--- config.mk ---
export PLATFORM = sky130hd
export DESIGN_NAME = demux8_buf_rtl
export DESIGN_NICKNAME = d
export VERILOG_FILES = /design/src/rtl/demux8_buf_rtl.sv
export SDC_FILE = /design/constraint.sdc
export NUM_CORES = 1
export LEC_CHECK = 0
export ABC_AREA = 1
export CORE_AREA = 2 2 81 83
export CTS_CLUSTER_SIZE = 10
export DETAILED_ROUTE_END_ITERATION = 10
export DIE_AREA = 0 0 83 85
export PLACE_DENSITY = 0.82
export SETUP_SLACK_MARGIN = 0.05
export SYNTH_ARGS = -nofsm -noshare
export SYNTH_HDL_FRONTEND = slang
export SYNTH_SLANG_ARGS = --single-unit
--- constraint.sdc ---
create_clock -name clk -period 6.95 [get_ports clk]
set_clock_uncertainty 0.2 [all_clocks]
set_input_delay 1.0425 -clock clk [delete_from_list [all_inputs] [get_ports clk]]
set_output_delay 1.0425 -clock clk [all_outputs]
set_load 0.01 [all_outputs]
--- src/rtl/demux8_buf_rtl.sv ---
`default_nettype none
// ---------------------------------------------------------------------------
// demux8_buf_rtl: 2-entry buffered 1-to-8 demux with valid/ready handshakes.
// Rev 1.0 - initial release
// ---------------------------------------------------------------------------
module demux8_buf_rtl #(
  parameter int p_nbits = 32
) (
  input  logic               clk,
  input  logic               rst,
  input  logic               in_val,
  output logic               in_rdy,
  input  logic [p_nbits-1:0] in_msg,
  input  logic [2:0]         in_sel,
  output logic [7:0]         out_val,
  input  logic [7:0]         out_rdy,
  output logic [p_nbits-1:0] out_msg,
  output logic [1:0]         count
);

  localparam logic [1:0] c_full = 2'd2;

  logic [2:0]         entry_sel_q [0:1];
  logic [2:0]         entry_sel_d [0:1];
  logic [p_nbits-1:0] entry_msg_q [0:1];
  logic [p_nbits-1:0] entry_msg_d [0:1];
  logic               enq_ptr_q, enq_ptr_d;
  logic               deq_ptr_q, deq_ptr_d;
  logic [1:0]         count_q, count_d;

  logic               w_enq;
  logic               w_deq;
  logic [2:0]         w_head_sel;
  logic [p_nbits-1:0] w_head_msg;

  always_comb begin
    w_head_sel = entry_sel_q[deq_ptr_q];
    w_head_msg = entry_msg_q[deq_ptr_q];

    // in_rdy looks only at occupancy; a full buffer never bypasses on out_rdy.
    in_rdy = (count_q != c_full);
    w_enq  = in_val && in_rdy;
    w_deq  = (count_q != 2'd0) && out_rdy[w_head_sel];

    out_val = 8'h00;
    out_msg = '0;
    if (count_q != 2'd0) begin
      out_val[w_head_sel] = 1'b1;
      out_msg             = w_head_msg;
    end

    entry_sel_d = entry_sel_q;
    entry_msg_d = entry_msg_q;
    enq_ptr_d   = enq_ptr_q;
    deq_ptr_d   = deq_ptr_q;
    count_d     = count_q;

    if (w_enq) begin
      entry_sel_d[enq_ptr_q] = in_sel;
      entry_msg_d[enq_ptr_q] = in_msg;
      enq_ptr_d              = ~enq_ptr_q;
    end
    if (w_deq) begin
      deq_ptr_d = ~deq_ptr_q;
    end
    case ({w_enq, w_deq})
      2'b10:   count_d = count_q + 2'd1;
      2'b01:   count_d = count_q - 2'd1;
      default: count_d = count_q;
    endcase
  end

  always_ff @(posedge clk) begin
    if (rst) begin
      enq_ptr_q <= 1'b0;
      deq_ptr_q <= 1'b0;
      count_q   <= 2'd0;
    end else begin
      enq_ptr_q <= enq_ptr_d;
      deq_ptr_q <= deq_ptr_d;
      count_q   <= count_d;
    end
  end

  // Payload storage carries no reset; occupancy alone qualifies it.
  always_ff @(posedge clk) begin
    entry_sel_q <= entry_sel_d;
    entry_msg_q <= entry_msg_d;
  end

  assign count = count_q;

endmodule
`default_nettype wire

* Yosys cells after proc, flatten, opt, wreduce, memory -nomap -nowiden
Index checks and enable logic that the tools add are counted.
** Word-level totals
- Register bits :: 74
- Latch bits :: 0
- Memory bits (writable) :: 0
- Bits in read-only memories :: 0
- Bits of input ports :: 46
- Output and inout bits :: 43
- Logic and storage cells :: 46
- Memories kept :: 0
** Cells by class
- Add/subtract/negate cells :: 2
- Multipliers :: 0
- Div/mod/pow operators :: 0
- Magnitude comparators :: 5
- Eq/ne operators :: 3
- Shift operators :: 0
- Muxes and demuxes :: 19
- Bitwise gates (word level) :: 4
- Reduce and logical (&&, ||, !) cells :: 6
** Operator list (number)
- $mux W32 :: 5
- $bwmux W64 :: 1
- $demux W32 S1 :: 1
- $mux W3 :: 4
- $mux W8 :: 1
- $bwmux W6 :: 1
- $ge A2 B2 Y1 const B :: 2
- $logic_and A1 B1 Y1 :: 4
- $lt A3 B4 Y1 const B :: 1
- $not A1 Y2 :: 2
- $pmux W2 S2 :: 1
- $reduce_bool A2 Y1 :: 2
- $bmux W1 S3 :: 1
- $demux W1 S3 :: 1
- $demux W3 S1 :: 1
- $ge A3 B1 Y1 const B :: 1
- $add A2 B1 Y2 const B :: 1
- $eq A2 B1 Y1 const B :: 1
- $eq A2 B2 Y1 const B :: 1
- $lt A2 B1 Y1 const B :: 1
- $mux W1 :: 2
- $ne A2 B2 Y1 const B :: 1
- $not A1 Y1 :: 2
- $sub A2 B1 Y2 const B :: 1

* Depth between registers and ports, before layout
Gate-level depths: netlist of run 1.
- Depth in word-level cells :: 9
- Mapped depth :: 13
- Depth with buffers taken out :: 13

* Least setup slack after synthesis of run 1
OpenSTA, ideal clock, no wires.
- Path kind :: input -> register
- From :: in in_val
- To :: reg entry_msg_q[0] (netlist name) (enable)
- Library setup time :: 429 ps
- Data arrival time :: 2638 ps
- Required time :: 6321 ps
- Path slack :: 3683 ps
- Cell stages on the path :: 2
- Path buffers :: 0
- Path through :: nand2_1 -> nor2_1
** On the way
- Longest elaborated chain between the ends :: 1
** RTL lines
- start: declaration :: line 11 : input logic in_val,
- $logic_and A1 B1 Y1 :: line 42 : w_enq = in_val && in_rdy;
- end signal: assignment :: line 88 : entry_msg_q <= entry_msg_d;
- end: declaration :: line 25 : logic [p_nbits-1:0] entry_msg_q [0:1];
No other way between the ends.
A chain may end at the register's enable or synchronous reset.

* Worst setup path after layout of run 1
- From :: reg deq_ptr_q
- To :: out out_val[4]
** On the way
- Longest elaborated chain between the ends :: 9
- Elaborated cells on any way between the ends :: 10
- Classes of those cells :: order compare (2); mux (6); bitwise (1); reduce/logical (1)
** RTL lines
- start: declaration :: line 28 : logic deq_ptr_q, deq_ptr_d;
- start signal: assignment :: line 80 : deq_ptr_q <= deq_ptr_d;
- $not A1 Y2 (not written as such) (*) :: line 37 : w_head_sel = entry_sel_q[deq_ptr_q];
- $mux W3 (not written as such) (*) (3 in series) :: line 37
- $lt A3 B4 Y1 (not written as such) or $ge A3 B1 Y1 (tied branches) :: line 48 : out_val[w_head_sel] = 1'b1;
- $logic_and A1 B1 Y1 (not written as such) :: line 48
- $mux W1 (not written as such) :: line 48
- $demux W1 S3 (*) :: line 48
- $mux W8 (*) :: line 47 : if (count_q != 2'd0) begin
- end: declaration :: line 15 : output logic [7:0] out_val,
Mark *: on every way between the ends. The rest lies on a longest branch, timed or not. The select of a mux whose other input is x is not followed.

==> results of run 1 <==
==> per-layer routing <==
metal  wire (um)  up-vias
met3         310        4
li1            -     1071
met2        3154       69
met5           0        -
met4          45        0
met1        2410     1004
==> sequential cells by signal (all words and copies together), names as in the netlist <==
name and cells:
entry_msg_q 64, entry_sel_q 6, count 2, deq_ptr_q 1, enq_ptr_q 1
==> metrics by stage <==
step	worst slack, ns	total power, mW	utilization, %	instance area (um2)
after floorplan	3.683	0.9101	-	2993
after global placement	3.633	1.195	63.74	3955
after detailed placement	3.531	1.210	63.74	3955
after CTS	3.158	1.514	66.71	4139
after global routing	2.906	1.593	66.71	4139
final	3.163	1.500	66.71	4139
==> worst paths after layout <==
check | cells past startpoint | startpoint | to | slack, ns
setup / recovery | 8 | deq_ptr_q | out_val[4] | 3.16
hold / removal | 2 | count[1] | count[1] | 0.33
setup reg to reg | 13 | deq_ptr_q | count[1] | 4.08
hold reg to reg | 2 | count[1] | count[1] | 0.33
==> cell type report <==
cell class                 count  area (um2)  share of cell area, %
tap                           77       96.34                  2.328
sequential                    74        2182                  52.72
clock inverter                 7       60.06                  1.451
clock buffer                   9       123.9                  2.993
inverter                      16       60.06                  1.451
multi-input combinational    161       720.7                  17.41
timing repair buffer          90       895.9                  21.64
==> power by group through the flow <==
stage          Clock (mW)  Combinational (mW)  Sequential (mW)
4_1_cts             0.310               0.622            0.583
5_1_grt             0.332               0.673            0.589
6_report            0.302               0.615            0.583
2_1_floorplan           0               0.316            0.594
3_3_place_gp            0               0.605            0.590
3_5_place_dp            0               0.618            0.593
==> critical path, cell delays in order (launching register included) <==
cell,delay (ns)
dfxtp_1,0.31
buf_4,0.37
inv_2,0.38
nand2_1,0.18
nand2_2,0.08
nor2_1,0.15
inv_1,0.08
nor2_1,0.10
clkdlybuf4s50_1,0.54
==> synth_stat cells, drive strengths merged <==
library cell	instances	area share, %
nand2	90	12
edfxtp	70	70
a21oi	36	6.0
nor2	20	2.8
inv	16	2.0
nand3	10	1.8
clkbuf	9	1.1
dfxtp	4	2.7
o21ai	3	0.50
buf	1	0.38
ha	1	0.42
nor3	1	0.17
==> kinds of logic after synthesis <==
group	count (synthesis)	share of synthesized area (%)
AO/OA/AOI/OAI	39	6.521
adder cells (fa/ha/maj)	1	0.4180
buffers and inverters	26	3.511
flip-flops	74	72.91
AND/OR/NAND/NOR	121	16.64
==> flow_summary.html, run 1 <==
<table>
<tr><th>Metric</th><th>Value</th></tr>
<tr><th colspan="2">Outcome</th></tr>
<tr><td>Status</td><td>finished, final reports clean</td></tr>
<tr><th colspan="2">Place</th></tr>
<tr><td>Number of port buffers</td><td>88</td></tr>
<tr><td>Routability-driven placement congestion ratio</td><td>0.8697</td></tr>
<tr><td>Cell count after placement</td><td>418</td></tr>
<tr><td>Sum of net half-perimeters after detailed placement</td><td>3.792 mm</td></tr>
<tr><th colspan="2">Power and ir drop</th></tr>
<tr><td>Leakage power</td><td>~1.5 nW</td></tr>
<tr><td>Combinational share of power</td><td>between 40% and 50%</td></tr>
<tr><td>Sw Ratio</td><td>33.28%</td></tr>
<tr><td>Switch Pwr</td><td>roughly 500 uW</td></tr>
<tr><td>Pwr/cell area</td><td>362.3 nW/um2</td></tr>
<tr><td>Part of the power in the clock network</td><td>about a fifth</td></tr>
<tr><td>P_int</td><td>1.001 mW</td></tr>
<tr><td>Sequential share of power</td><td>38.9%</td></tr>
<tr><td>Worst VDD drop</td><td>0.2316 mV</td></tr>
<tr><th colspan="2">Min path</th></tr>
<tr><td>Worst Hold Class</td><td>flop to flop</td></tr>
<tr><th colspan="2">Clock tree</th></tr>
<tr><td>Cell at the root of the clock tree</td><td>clkbuf_8</td></tr>
<tr><td>Clock transition at the registers of the reported paths</td><td>0.07 ns</td></tr>
<tr><td>Number of clock buffers inserted by TritonCTS</td><td>9</td></tr>
<tr><td>Worst skew pair latency</td><td>roughly 0.33 ns</td></tr>
<tr><td>Count of hold-fix buffers inserted at cts</td><td>0</td></tr>
<tr><td>Number of cells upsized or downsized after cts</td><td>0</td></tr>
<tr><td>Number of buffers on the longest clock path</td><td>2</td></tr>
<tr><td>CTS tree</td><td>built</td></tr>
<tr><td>Deepest level of the CTS H-tree</td><td>3</td></tr>
<tr><td>Number of sinks handled by clock tree synthesis</td><td>74</td></tr>
<tr><td>Total setup buffers inserted after CTS</td><td>0</td></tr>
<tr><th colspan="2">Floorplan</th></tr>
<tr><td>Die span in x</td><td>around 83 um</td></tr>
<tr><td>Vert. Die Dim</td><td>between 80 and 90 um</td></tr>
<tr><td>Number of rows created at floorplan</td><td>29</td></tr>
<tr><td>Area of the core region</td><td>about 6200 um2</td></tr>
<tr><td>Total die area</td><td>7055 um2</td></tr>
<tr><td>Number of top-level pins</td><td>89</td></tr>
<tr><td>Starting utilization of the core area</td><td>48.24%</td></tr>
<tr><th colspan="2">Worst setup path</th></tr>
<tr><td>Crit Path Category</td><td>flop to primary output</td></tr>
<tr><td>Crit Path Max Fanout</td><td>40</td></tr>
<tr><td>Critical path launch point type</td><td>flop</td></tr>
<tr><td>Kind of capture point of the worst setup path</td><td>primary output</td></tr>
<tr><td>Critical path required time</td><td>5.71 ns</td></tr>
<tr><td>Arrival time at the worst endpoint</td><td>about 2.5 ns</td></tr>
<tr><th colspan="2">Logic synthesis</th></tr>
<tr><td>Synthesized instance count</td><td>~260</td></tr>
<tr><td>Seq/Total Area, Yosys</td><td>around 73%</td></tr>
<tr><td>Post-synthesis net count</td><td>roughly 310</td></tr>
<tr><td>Cell variety after synth</td><td>17</td></tr>
<tr><td>Number of synthesized register bits</td><td>74</td></tr>
<tr><td>Number of warning messages in the yosys log</td><td>0</td></tr>
<tr><td>Average size of a mapped cell</td><td>between 10 and 15 um2</td></tr>
<tr><td>Syn Std Cell Area</td><td>between 2000 and 3000 um2</td></tr>
<tr><th colspan="2">STA</th></tr>
<tr><td>Final Critical Period</td><td>roughly 3.8 ns</td></tr>
<tr><td>Peak clock frequency supported by timing</td><td>264.1 MHz</td></tr>
<tr><td>Share of the cycle needed by the critical path after routing</td><td>a little over half</td></tr>
<tr><td>Accumulated negative setup slack</td><td>0 ns</td></tr>
<tr><td>Worst hold slack after final layout</td><td>0.3312 ns</td></tr>
<tr><td>Tightest slew margin relative to the limit</td><td>between 30% and 40%</td></tr>
<tr><td>Total count of max-transition violations in the final report</td><td>0</td></tr>
<tr><td>Worst Tran Pin Value</td><td>1.030 ns</td></tr>
<tr><td>Final hold violation count</td><td>0</td></tr>
<tr><td>RSZ-0062 raised after global routing</td><td>false</td></tr>
<tr><td>Setup violators final</td><td>0</td></tr>
<tr><th colspan="2">Route</th></tr>
<tr><td>Post-detailed-route via-to-cell ratio</td><td>a little under 5</td></tr>
<tr><td>Length of the first detailed-routing pass in iterations</td><td>4</td></tr>
<tr><td>Antenna Nets Post-Route</td><td>0</td></tr>
<tr><td>Average wire per standard cell</td><td>between 10 and 15 um</td></tr>
<tr><td>Total number of vias</td><td>2148</td></tr>
<tr><td>Count of routing violations after the opening detailed-route iteration</td><td>96</td></tr>
<tr><td>WL final</td><td>5.920 mm</td></tr>
<tr><td>DRC errors left</td><td>0</td></tr>
<tr><th colspan="2">Finish</th></tr>
<tr><td>Signed area change from the synthesized netlist to the final layout</td><td>38.29%</td></tr>
<tr><td>Share of final-layout standard cells stronger than drive strength 1</td><td>between 7 and 8%</td></tr>
<tr><td>Final Non-Filler Cells</td><td>roughly 430</td></tr>
<tr><td>Leading cell type in the layout, fill and taps excluded</td><td>clkdlybuf4s50_1</td></tr>
<tr><td>Filler instances</td><td>approximately 470</td></tr>
<tr><td>Final net count</td><td>about 400</td></tr>
<tr><td>Diodes inserted</td><td>0</td></tr>
<tr><td>Highest-count cells in the layout ignoring fill and taps</td><td>clkdlybuf4s50_1 (88), nand2_1 (85), edfxtp_1 (70)</td></tr>
<tr><th colspan="2">Global routing</th></tr>
<tr><td>Overall Global Routing Usage</td><td>~17%</td></tr>
<tr><td>Met3 routing resource usage after global routing</td><td>5.447%</td></tr>
<tr><td>First-pass GRT wire length</td><td>9.432 mm</td></tr>
<tr><td>Largest net degree at the start of global routing</td><td>around 40</td></tr>
<tr><td>Vias in the first global route</td><td>2140</td></tr>
<tr><td>Final global-route overflow total</td><td>0</td></tr>
<tr><td>Met1 GRT Util</td><td>a little under a fifth</td></tr>
<tr><td>Number of antenna violations at the first check in global routing</td><td>0</td></tr>
<tr><td>Most utilized layer in the global route result</td><td>met2</td></tr>
<tr><td>GRT met2 Usage</td><td>between 30% and 40%</td></tr>
<tr><th colspan="2">Run</th></tr>
<tr><td>Max Cap Violations</td><td>0</td></tr>
</table>
(Power assumes the default switching activity.)
==> run 2, diff against run 1 <==
--- a/config.mk
+++ b/config.mk
@@ -6,11 +6,11 @@
 export NUM_CORES = 1
 export LEC_CHECK = 0
 export ABC_AREA = 1
-export CORE_AREA = 2 2 81 83
+export CORE_AREA = 2 2 83 85
 export CTS_CLUSTER_SIZE = 10
 export DETAILED_ROUTE_END_ITERATION = 10
-export DIE_AREA = 0 0 83 85
-export PLACE_DENSITY = 0.82
+export DIE_AREA = 0 0 85 87
+export PLACE_DENSITY = 0.79
 export SETUP_SLACK_MARGIN = 0.05
 export SYNTH_ARGS = -nofsm -noshare
 export SYNTH_HDL_FRONTEND = slang
==> constraint.sdc (replaced) <==
create_clock -name clk -period 3.8 [get_ports clk]
set_clock_uncertainty 0.2 [all_clocks]
set_input_delay 0.57 -clock clk [delete_from_list [all_inputs] [get_ports clk]]
set_output_delay 0.57 -clock clk [all_outputs]
set_load 0.01 [all_outputs]
==> flow_summary.html, run 2 (synthesized netlist as in run 1, its figures left out) <==
<table>
<tr><th>Metric</th><th>Value</th></tr>
<tr><th colspan="2">Global routing</th></tr>
<tr><td>Vias in the first global route</td><td>roughly 2100</td></tr>
<tr><td>Final global-route overflow total</td><td>0</td></tr>
<tr><td>Overall Global Routing Usage</td><td>between 10% and 20%</td></tr>
<tr><td>Largest net degree at the start of global routing</td><td>38</td></tr>
<tr><td>Number of antenna violations at the first check in global routing</td><td>0</td></tr>
<tr><td>First-pass GRT wire length</td><td>~9.7 mm</td></tr>
<tr><th colspan="2">Worst setup path</th></tr>
<tr><td>Kind of capture point of the worst setup path</td><td>primary output</td></tr>
<tr><td>Crit Path Category</td><td>flop to primary output</td></tr>
<tr><td>Critical path launch point type</td><td>flop</td></tr>
<tr><td>Crit Path Max Fanout</td><td>37</td></tr>
<tr><td>Arrival time at the worst endpoint</td><td>between 2 and 2.5 ns</td></tr>
<tr><td>Critical path required time</td><td>3.03 ns</td></tr>
<tr><th colspan="2">Finish</th></tr>
<tr><td>Filler instances</td><td>522</td></tr>
<tr><td>Highest-count cells in the layout ignoring fill and taps</td><td>clkdlybuf4s50_1 (88), nand2_1 (85), edfxtp_1 (70)</td></tr>
<tr><td>Final Util</td><td>between 60% and 70%</td></tr>
<tr><td>Signed area change from the synthesized netlist to the final layout</td><td>39.72%</td></tr>
<tr><td>Layout Cell Area excl Fill</td><td>4182 um2</td></tr>
<tr><td>Number of flip-flops in the largest register</td><td>64</td></tr>
<tr><td>Reg with most FFs</td><td>entry_msg_q</td></tr>
<tr><td>Final net count</td><td>between 400 and 500</td></tr>
<tr><td>Diodes inserted</td><td>0</td></tr>
<tr><td>Leading cell type in the layout, fill and taps excluded</td><td>clkdlybuf4s50_1</td></tr>
<tr><td>Share of final-layout standard cells stronger than drive strength 1</td><td>around 8.7%</td></tr>
<tr><th colspan="2">Route</th></tr>
<tr><td>Total number of vias</td><td>between 2000 and 2500</td></tr>
<tr><td>Average wire per standard cell</td><td>about 14 um</td></tr>
<tr><td>Antenna Nets Post-Route</td><td>0</td></tr>
<tr><td>DRC errors left</td><td>0</td></tr>
<tr><td>Count of routing violations after the opening detailed-route iteration</td><td>100</td></tr>
<tr><td>Length of the first detailed-routing pass in iterations</td><td>4</td></tr>
<tr><td>WL final</td><td>5.982 mm</td></tr>
<tr><td>Post-detailed-route via-to-cell ratio</td><td>between 4 and 5</td></tr>
<tr><th colspan="2">Clock tree</th></tr>
<tr><td>Number of sinks handled by clock tree synthesis</td><td>between 70 and 80</td></tr>
<tr><td>Deepest level of the CTS H-tree</td><td>3</td></tr>
<tr><td>Number of clock buffers inserted by TritonCTS</td><td>9</td></tr>
<tr><td>Clock transition at the registers of the reported paths</td><td>0.07 ns</td></tr>
<tr><td>Worst skew pair latency</td><td>0.33 ns</td></tr>
<tr><td>CTS tree</td><td>built</td></tr>
<tr><td>Number of cells upsized or downsized after cts</td><td>0</td></tr>
<tr><td>Total setup buffers inserted after CTS</td><td>0</td></tr>
<tr><td>Count of hold-fix buffers inserted at cts</td><td>0</td></tr>
<tr><td>Number of buffers on the longest clock path</td><td>2</td></tr>
<tr><td>Cell at the root of the clock tree</td><td>clkbuf_8</td></tr>
<tr><th colspan="2">STA</th></tr>
<tr><td>Smallest setup slack after layout</td><td>around 0.7 ns</td></tr>
<tr><td>Setup violators final</td><td>0</td></tr>
<tr><td>Tightest slew margin relative to the limit</td><td>between 50% and 60%</td></tr>
<tr><td>RSZ-0062 raised after global routing</td><td>false</td></tr>
<tr><td>Worst Tran Pin Value</td><td>roughly 0.63 ns</td></tr>
<tr><td>Total count of max-transition violations in the final report</td><td>0</td></tr>
<tr><td>Final hold violation count</td><td>0</td></tr>
<tr><td>Final Critical Period</td><td>approximately 3.1 ns</td></tr>
<tr><td>Share of the cycle needed by the critical path after routing</td><td>81.39%</td></tr>
<tr><td>Accumulated negative setup slack</td><td>0 ns</td></tr>
<tr><td>Peak clock frequency supported by timing</td><td>323.3 MHz</td></tr>
<tr><td>Worst hold slack after final layout</td><td>between 0.3 and 0.4 ns</td></tr>
<tr><th colspan="2">Floorplan</th></tr>
<tr><td>Starting utilization of the core area</td><td>between 40 and 50%</td></tr>
<tr><td>Total die area</td><td>7395 um2</td></tr>
<tr><td>Die span in x</td><td>around 85 um</td></tr>
<tr><td>Area of the core region</td><td>between 6000 and 7000 um2</td></tr>
<tr><td>Number of top-level pins</td><td>89</td></tr>
<tr><td>Vert. Die Dim</td><td>between 80 and 90 um</td></tr>
<tr><td>Number of rows created at floorplan</td><td>30</td></tr>
<tr><th colspan="2">Place</th></tr>
<tr><td>Routability-driven placement congestion ratio</td><td>around 0.86</td></tr>
<tr><td>Pre-CTS worst setup slack</td><td>~1.0 ns</td></tr>
<tr><td>Cell area after placement</td><td>approximately 4000 um2</td></tr>
<tr><td>Sum of net half-perimeters after detailed placement</td><td>around 4.0 mm</td></tr>
<tr><td>Number of port buffers</td><td>approximately 90</td></tr>
<tr><th colspan="2">Power and ir drop</th></tr>
<tr><td>Leakage power</td><td>around 1.6 nW</td></tr>
<tr><td>Pwr/cell area</td><td>between 600 and 700 nW/um2</td></tr>
<tr><td>Worst VDD drop</td><td>between 0.4 and 0.5 mV</td></tr>
<tr><th colspan="2">Run</th></tr>
<tr><td>Max Cap Violations</td><td>0</td></tr>
<tr><th colspan="2">Min path</th></tr>
<tr><td>Worst Hold Class</td><td>flop to flop</td></tr>
<tr><th colspan="2">Outcome</th></tr>
<tr><td>Status</td><td>finished, final reports clean</td></tr>
</table>
run 2: cell type report:
class	instances	area, um2	area share [%]
clock buffers	9	123.9	2.962
repair buffers	92	910.9	21.78
inverters	16	60.06	1.436
well taps	80	100.1	2.394
clock inverters	6	82.58	1.975
flip-flops and latches	74	2183	52.21
multi-input cells	161	720.7	17.24
run 2: worst paths after layout:
check	cells past startpoint	end	slack [ns]	startpoint
worst min register to register	2	count[1]	0.31	count[1]
worst max-delay path	6	out_val[1]	0.71	deq_ptr_q
worst min-delay path	2	count[1]	0.31	count[1]
worst max register to register	13	count[1]	1.18	deq_ptr_q
run 2: through the flow:
step,total power [mW],std cells
2_1_floorplan,1.665,261
3_3_place_gp,2.202,423
3_5_place_dp,2.220,423
4_1_cts,2.855,438
5_1_grt,2.998,438
6_report,2.827,438
run 2: where the power goes:
part / total (mW) / internal [mW] / switching (mW) / leakage (nW)
Combinational: 1.12 / 0.511 / 0.609 / 0.759
Clock: 0.631 / 0.362 / 0.268 / 0.106
Sequential: 1.08 / 1.03 / 0.0500 / 0.688
run 2: layer usage:
metal | track usage [%] | part of all wire (%) | up-vias
li1 | - | - | 1076
met1 | 20.79 | 42 | 952
met2 | 29.40 | 50 | 63
met3 | 4.739 | 6.2 | 12
met4 | 7.792 | 1.8 | 0
met5 | 0 | 0 | -
run 2: worst max-delay path, cell delays in order, from the launching register on:
cell and delay (ns):
dfxtp_2 0.41, inv_2 0.50, nand2_4 0.13, nand2_2 0.14
nand2_1 0.11, nor2_1 0.14, clkdlybuf4s50_1 0.55
==> run 3, diff against run 2 <==
==> constraint.sdc (replaced) <==
create_clock -name clk -period 3.1 [get_ports clk]
set_clock_uncertainty 0.2 [all_clocks]
set_input_delay 0.465 -clock clk [delete_from_list [all_inputs] [get_ports clk]]
set_output_delay 0.465 -clock clk [all_outputs]
set_load 0.01 [all_outputs]
==> flow_summary.html, run 3 (synthesized netlist as in run 1, its figures left out) <==
<table>
<tr><th>Metric</th><th>Value</th></tr>
<tr><th colspan="2">Outcome</th></tr>
<tr><td>Status</td><td>finished, final reports clean</td></tr>
<tr><th colspan="2">Global routing</th></tr>
<tr><td>Largest net degree at the start of global routing</td><td>40</td></tr>
<tr><td>Overall Global Routing Usage</td><td>16.99%</td></tr>
<tr><td>Number of antenna violations at the first check in global routing</td><td>0</td></tr>
<tr><td>Final global-route overflow total</td><td>0</td></tr>
<tr><td>First-pass GRT wire length</td><td>~9.6 mm</td></tr>
<tr><td>Vias in the first global route</td><td>between 2000 and 2500</td></tr>
<tr><th colspan="2">Min path</th></tr>
<tr><td>Hold-critical path endpoint</td><td>count[1]</td></tr>
<tr><td>Beginning of the worst hold path</td><td>count[1]</td></tr>
<tr><td>Worst hold stages</td><td>2</td></tr>
<tr><td>Worst Hold Class</td><td>flop to flop</td></tr>
<tr><th colspan="2">Clock tree</th></tr>
<tr><td>CTS tree</td><td>built</td></tr>
<tr><td>Clock transition at the registers of the reported paths</td><td>~0.070 ns</td></tr>
<tr><td>Number of sinks handled by clock tree synthesis</td><td>74</td></tr>
<tr><td>Deepest level of the CTS H-tree</td><td>3</td></tr>
<tr><td>Cell at the root of the clock tree</td><td>clkbuf_8</td></tr>
<tr><td>Number of buffers on the longest clock path</td><td>2</td></tr>
<tr><td>Number of clock buffers inserted by TritonCTS</td><td>9</td></tr>
<tr><td>Count of hold-fix buffers inserted at cts</td><td>0</td></tr>
<tr><td>Worst skew pair latency</td><td>approximately 0.32 ns</td></tr>
<tr><th colspan="2">STA</th></tr>
<tr><td>Share of the cycle needed by the critical path after routing</td><td>roughly nine tenths</td></tr>
<tr><td>Accumulated negative setup slack</td><td>0 ns</td></tr>
<tr><td>RSZ-0062 raised after global routing</td><td>false</td></tr>
<tr><td>Tightest slew margin relative to the limit</td><td>around 64%</td></tr>
<tr><td>Total count of max-transition violations in the final report</td><td>0</td></tr>
<tr><td>Peak clock frequency supported by timing</td><td>around 360 MHz</td></tr>
<tr><td>Setup violators final</td><td>0</td></tr>
<tr><td>Final hold violation count</td><td>0</td></tr>
<tr><td>Worst Tran Pin Value</td><td>between 0.5 and 0.6 ns</td></tr>
<tr><td>Final Critical Period</td><td>~2.8 ns</td></tr>
<tr><th colspan="2">Power and ir drop</th></tr>
<tr><td>Part of the power in the clock network</td><td>17.7%</td></tr>
<tr><td>Sw Ratio</td><td>between 30% and 40%</td></tr>
<tr><td>Leakage power</td><td>roughly 1.5 nW</td></tr>
<tr><td>Sequential share of power</td><td>between 30% and 40%</td></tr>
<tr><td>P_int</td><td>between 2 and 2.5 mW</td></tr>
<tr><td>Combinational share of power</td><td>between 40% and 50%</td></tr>
<tr><td>Pwr/cell area</td><td>795.3 nW/um2</td></tr>
<tr><td>Worst VDD drop</td><td>approximately 0.59 mV</td></tr>
<tr><td>Switch Pwr</td><td>between 1 and 1.5 mW</td></tr>
<tr><th colspan="2">Finish</th></tr>
<tr><td>Highest-count cells in the layout ignoring fill and taps</td><td>clkdlybuf4s50_1 (88), nand2_1 (85), edfxtp_1 (70)</td></tr>
<tr><td>Leading cell type in the layout, fill and taps excluded</td><td>clkdlybuf4s50_1</td></tr>
<tr><td>Reg with most FFs</td><td>entry_msg_q</td></tr>
<tr><td>Diodes inserted</td><td>0</td></tr>
<tr><td>Final Non-Filler Cells</td><td>approximately 440</td></tr>
<tr><td>Final net count</td><td>approximately 400</td></tr>
<tr><td>Share of final-layout standard cells stronger than drive strength 1</td><td>about 8.4%</td></tr>
<tr><td>Number of flip-flops in the largest register</td><td>64</td></tr>
<tr><td>Signed area change from the synthesized netlist to the final layout</td><td>38.75%</td></tr>
<tr><th colspan="2">Route</th></tr>
<tr><td>Count of routing violations after the opening detailed-route iteration</td><td>around 120</td></tr>
<tr><td>Average wire per standard cell</td><td>13.37 um</td></tr>
<tr><td>WL final</td><td>a little under 6 mm</td></tr>
<tr><td>Antenna Nets Post-Route</td><td>0</td></tr>
<tr><td>Post-detailed-route via-to-cell ratio</td><td>4.804</td></tr>
<tr><td>Uppermost layer routed</td><td>met4</td></tr>
<tr><td>Length of the first detailed-routing pass in iterations</td><td>5</td></tr>
<tr><td>Total number of vias</td><td>2104</td></tr>
<tr><td>Met2 WL</td><td>~3.0 mm</td></tr>
<tr><td>Wire length the detailed router placed on met1</td><td>approximately 2.5 mm</td></tr>
<tr><td>DRC errors left</td><td>0</td></tr>
<tr><td>Detailed-routed wire length on met3</td><td>about 310 um</td></tr>
<tr><th colspan="2">Worst setup path</th></tr>
<tr><td>Crit Path Category</td><td>flop to primary output</td></tr>
<tr><td>Crit Path Max Fanout</td><td>20</td></tr>
<tr><td>Arrival time at the worst endpoint</td><td>2.11 ns</td></tr>
<tr><td>Critical path launch point type</td><td>flop</td></tr>
<tr><td>Length in cells of the worst reg-to-reg path</td><td>11</td></tr>
<tr><td>Critical path required time</td><td>~2.4 ns</td></tr>
<tr><td>End of the worst register-to-register path</td><td>count[1]</td></tr>
<tr><td>Origin of the critical flop-to-flop path</td><td>count[1]</td></tr>
<tr><td>Flop2flop setup slack</td><td>about 0.63 ns</td></tr>
<tr><td>Kind of capture point of the worst setup path</td><td>primary output</td></tr>
<tr><th colspan="2">Floorplan</th></tr>
<tr><td>Number of top-level pins</td><td>89</td></tr>
<tr><td>Vert. Die Dim</td><td>87 um</td></tr>
<tr><td>Number of rows created at floorplan</td><td>30</td></tr>
<tr><td>Total die area</td><td>~7400 um2</td></tr>
<tr><td>Area of the core region</td><td>between 6000 and 7000 um2</td></tr>
<tr><td>Die span in x</td><td>~85 um</td></tr>
<tr><td>Starting utilization of the core area</td><td>a little under half</td></tr>
<tr><th colspan="2">Run</th></tr>
<tr><td>Max Cap Violations</td><td>0</td></tr>
<tr><th colspan="2">Place</th></tr>
<tr><td>Cell count after placement</td><td>424</td></tr>
<tr><td>Number of port buffers</td><td>around 90</td></tr>
<tr><td>Sum of net half-perimeters after detailed placement</td><td>just under 4 mm</td></tr>
<tr><td>Routability-driven placement congestion ratio</td><td>around 0.85</td></tr>
</table>
==> run 3: area by class of cell <==
cell class | count | area [um2]
Clock inverter | 4 | 21.27
Multi-Input combinational cell | 161 | 725.7
Sequential cell | 74 | 2183
Inverter | 16 | 60.06
Timing Repair Buffer | 93 | 934.6
Clock buffer | 10 | 127.6
Tap cell | 80 | 100.1
Fill cell | 532 | 2416
==> run 3: worst max-delay path, cell delays in order, from the launching register on <==
cell and delay [ns]:
dfxtp_2 0.33, inv_2 0.29, buf_4 0.30, nand2_1 0.08
a21oi_1 0.20, clkdlybuf4s50_1 0.57
==> run 3: what timing repair did <==
item	4_1_cts	5_1_grt
resized for setup	0	2
setup endpoints to repair	0	20
setup buffers	0	0
==> run 3: worst max path at each step <==
stage | start | to | slack, ns | cells after the start
floorplan | count[0] | entry_msg_q[0] | 0.21 | 4
global placement | count[1] | count[1] | 0.41 | 11
detailed placement | count[0] | count[1] | 0.34 | 11
CTS | count[1] | out_val[5] | 0.06 | 5
global route | deq_ptr_q | out_val[5] | 0.13 | 6
finish | deq_ptr_q | out_msg[0] | 0.33 | 5
==> run 3: power by group through the flow <==
stage	Clock, mW	Combinational [mW]	Sequential [mW]
finish	0.583	1.41	1.31
global route	0.643	1.55	1.32
CTS	0.602	1.42	1.31
detailed placement	0	1.41	1.33
global placement	0	1.40	1.32
floorplan	0	0.708	1.33
==> run 3: metrics by stage <==
step                utilization (%)  area, um2  power [mW]  setup WS [ns]  hold WS (ns)
floorplan                         -       2993       2.040         0.2072        0.2952
global placement              60.82       3995       2.720         0.4072        0.2866
detailed placement            60.82       3995       2.743         0.3355        0.3025
CTS                           63.09       4144       3.330        0.05935        0.3146
global route                  63.22       4153       3.516         0.1256        0.3593
finish                        63.22       4153       3.303         0.3275        0.3454
==> run 3: routing by layer <==
metal / track usage, % / vias up
met5: 0 / -
met4: 6.638 / 0
met3: 4.265 / 6
met2: 28.55 / 63
met1: 21.27 / 961
li1: - / 1074
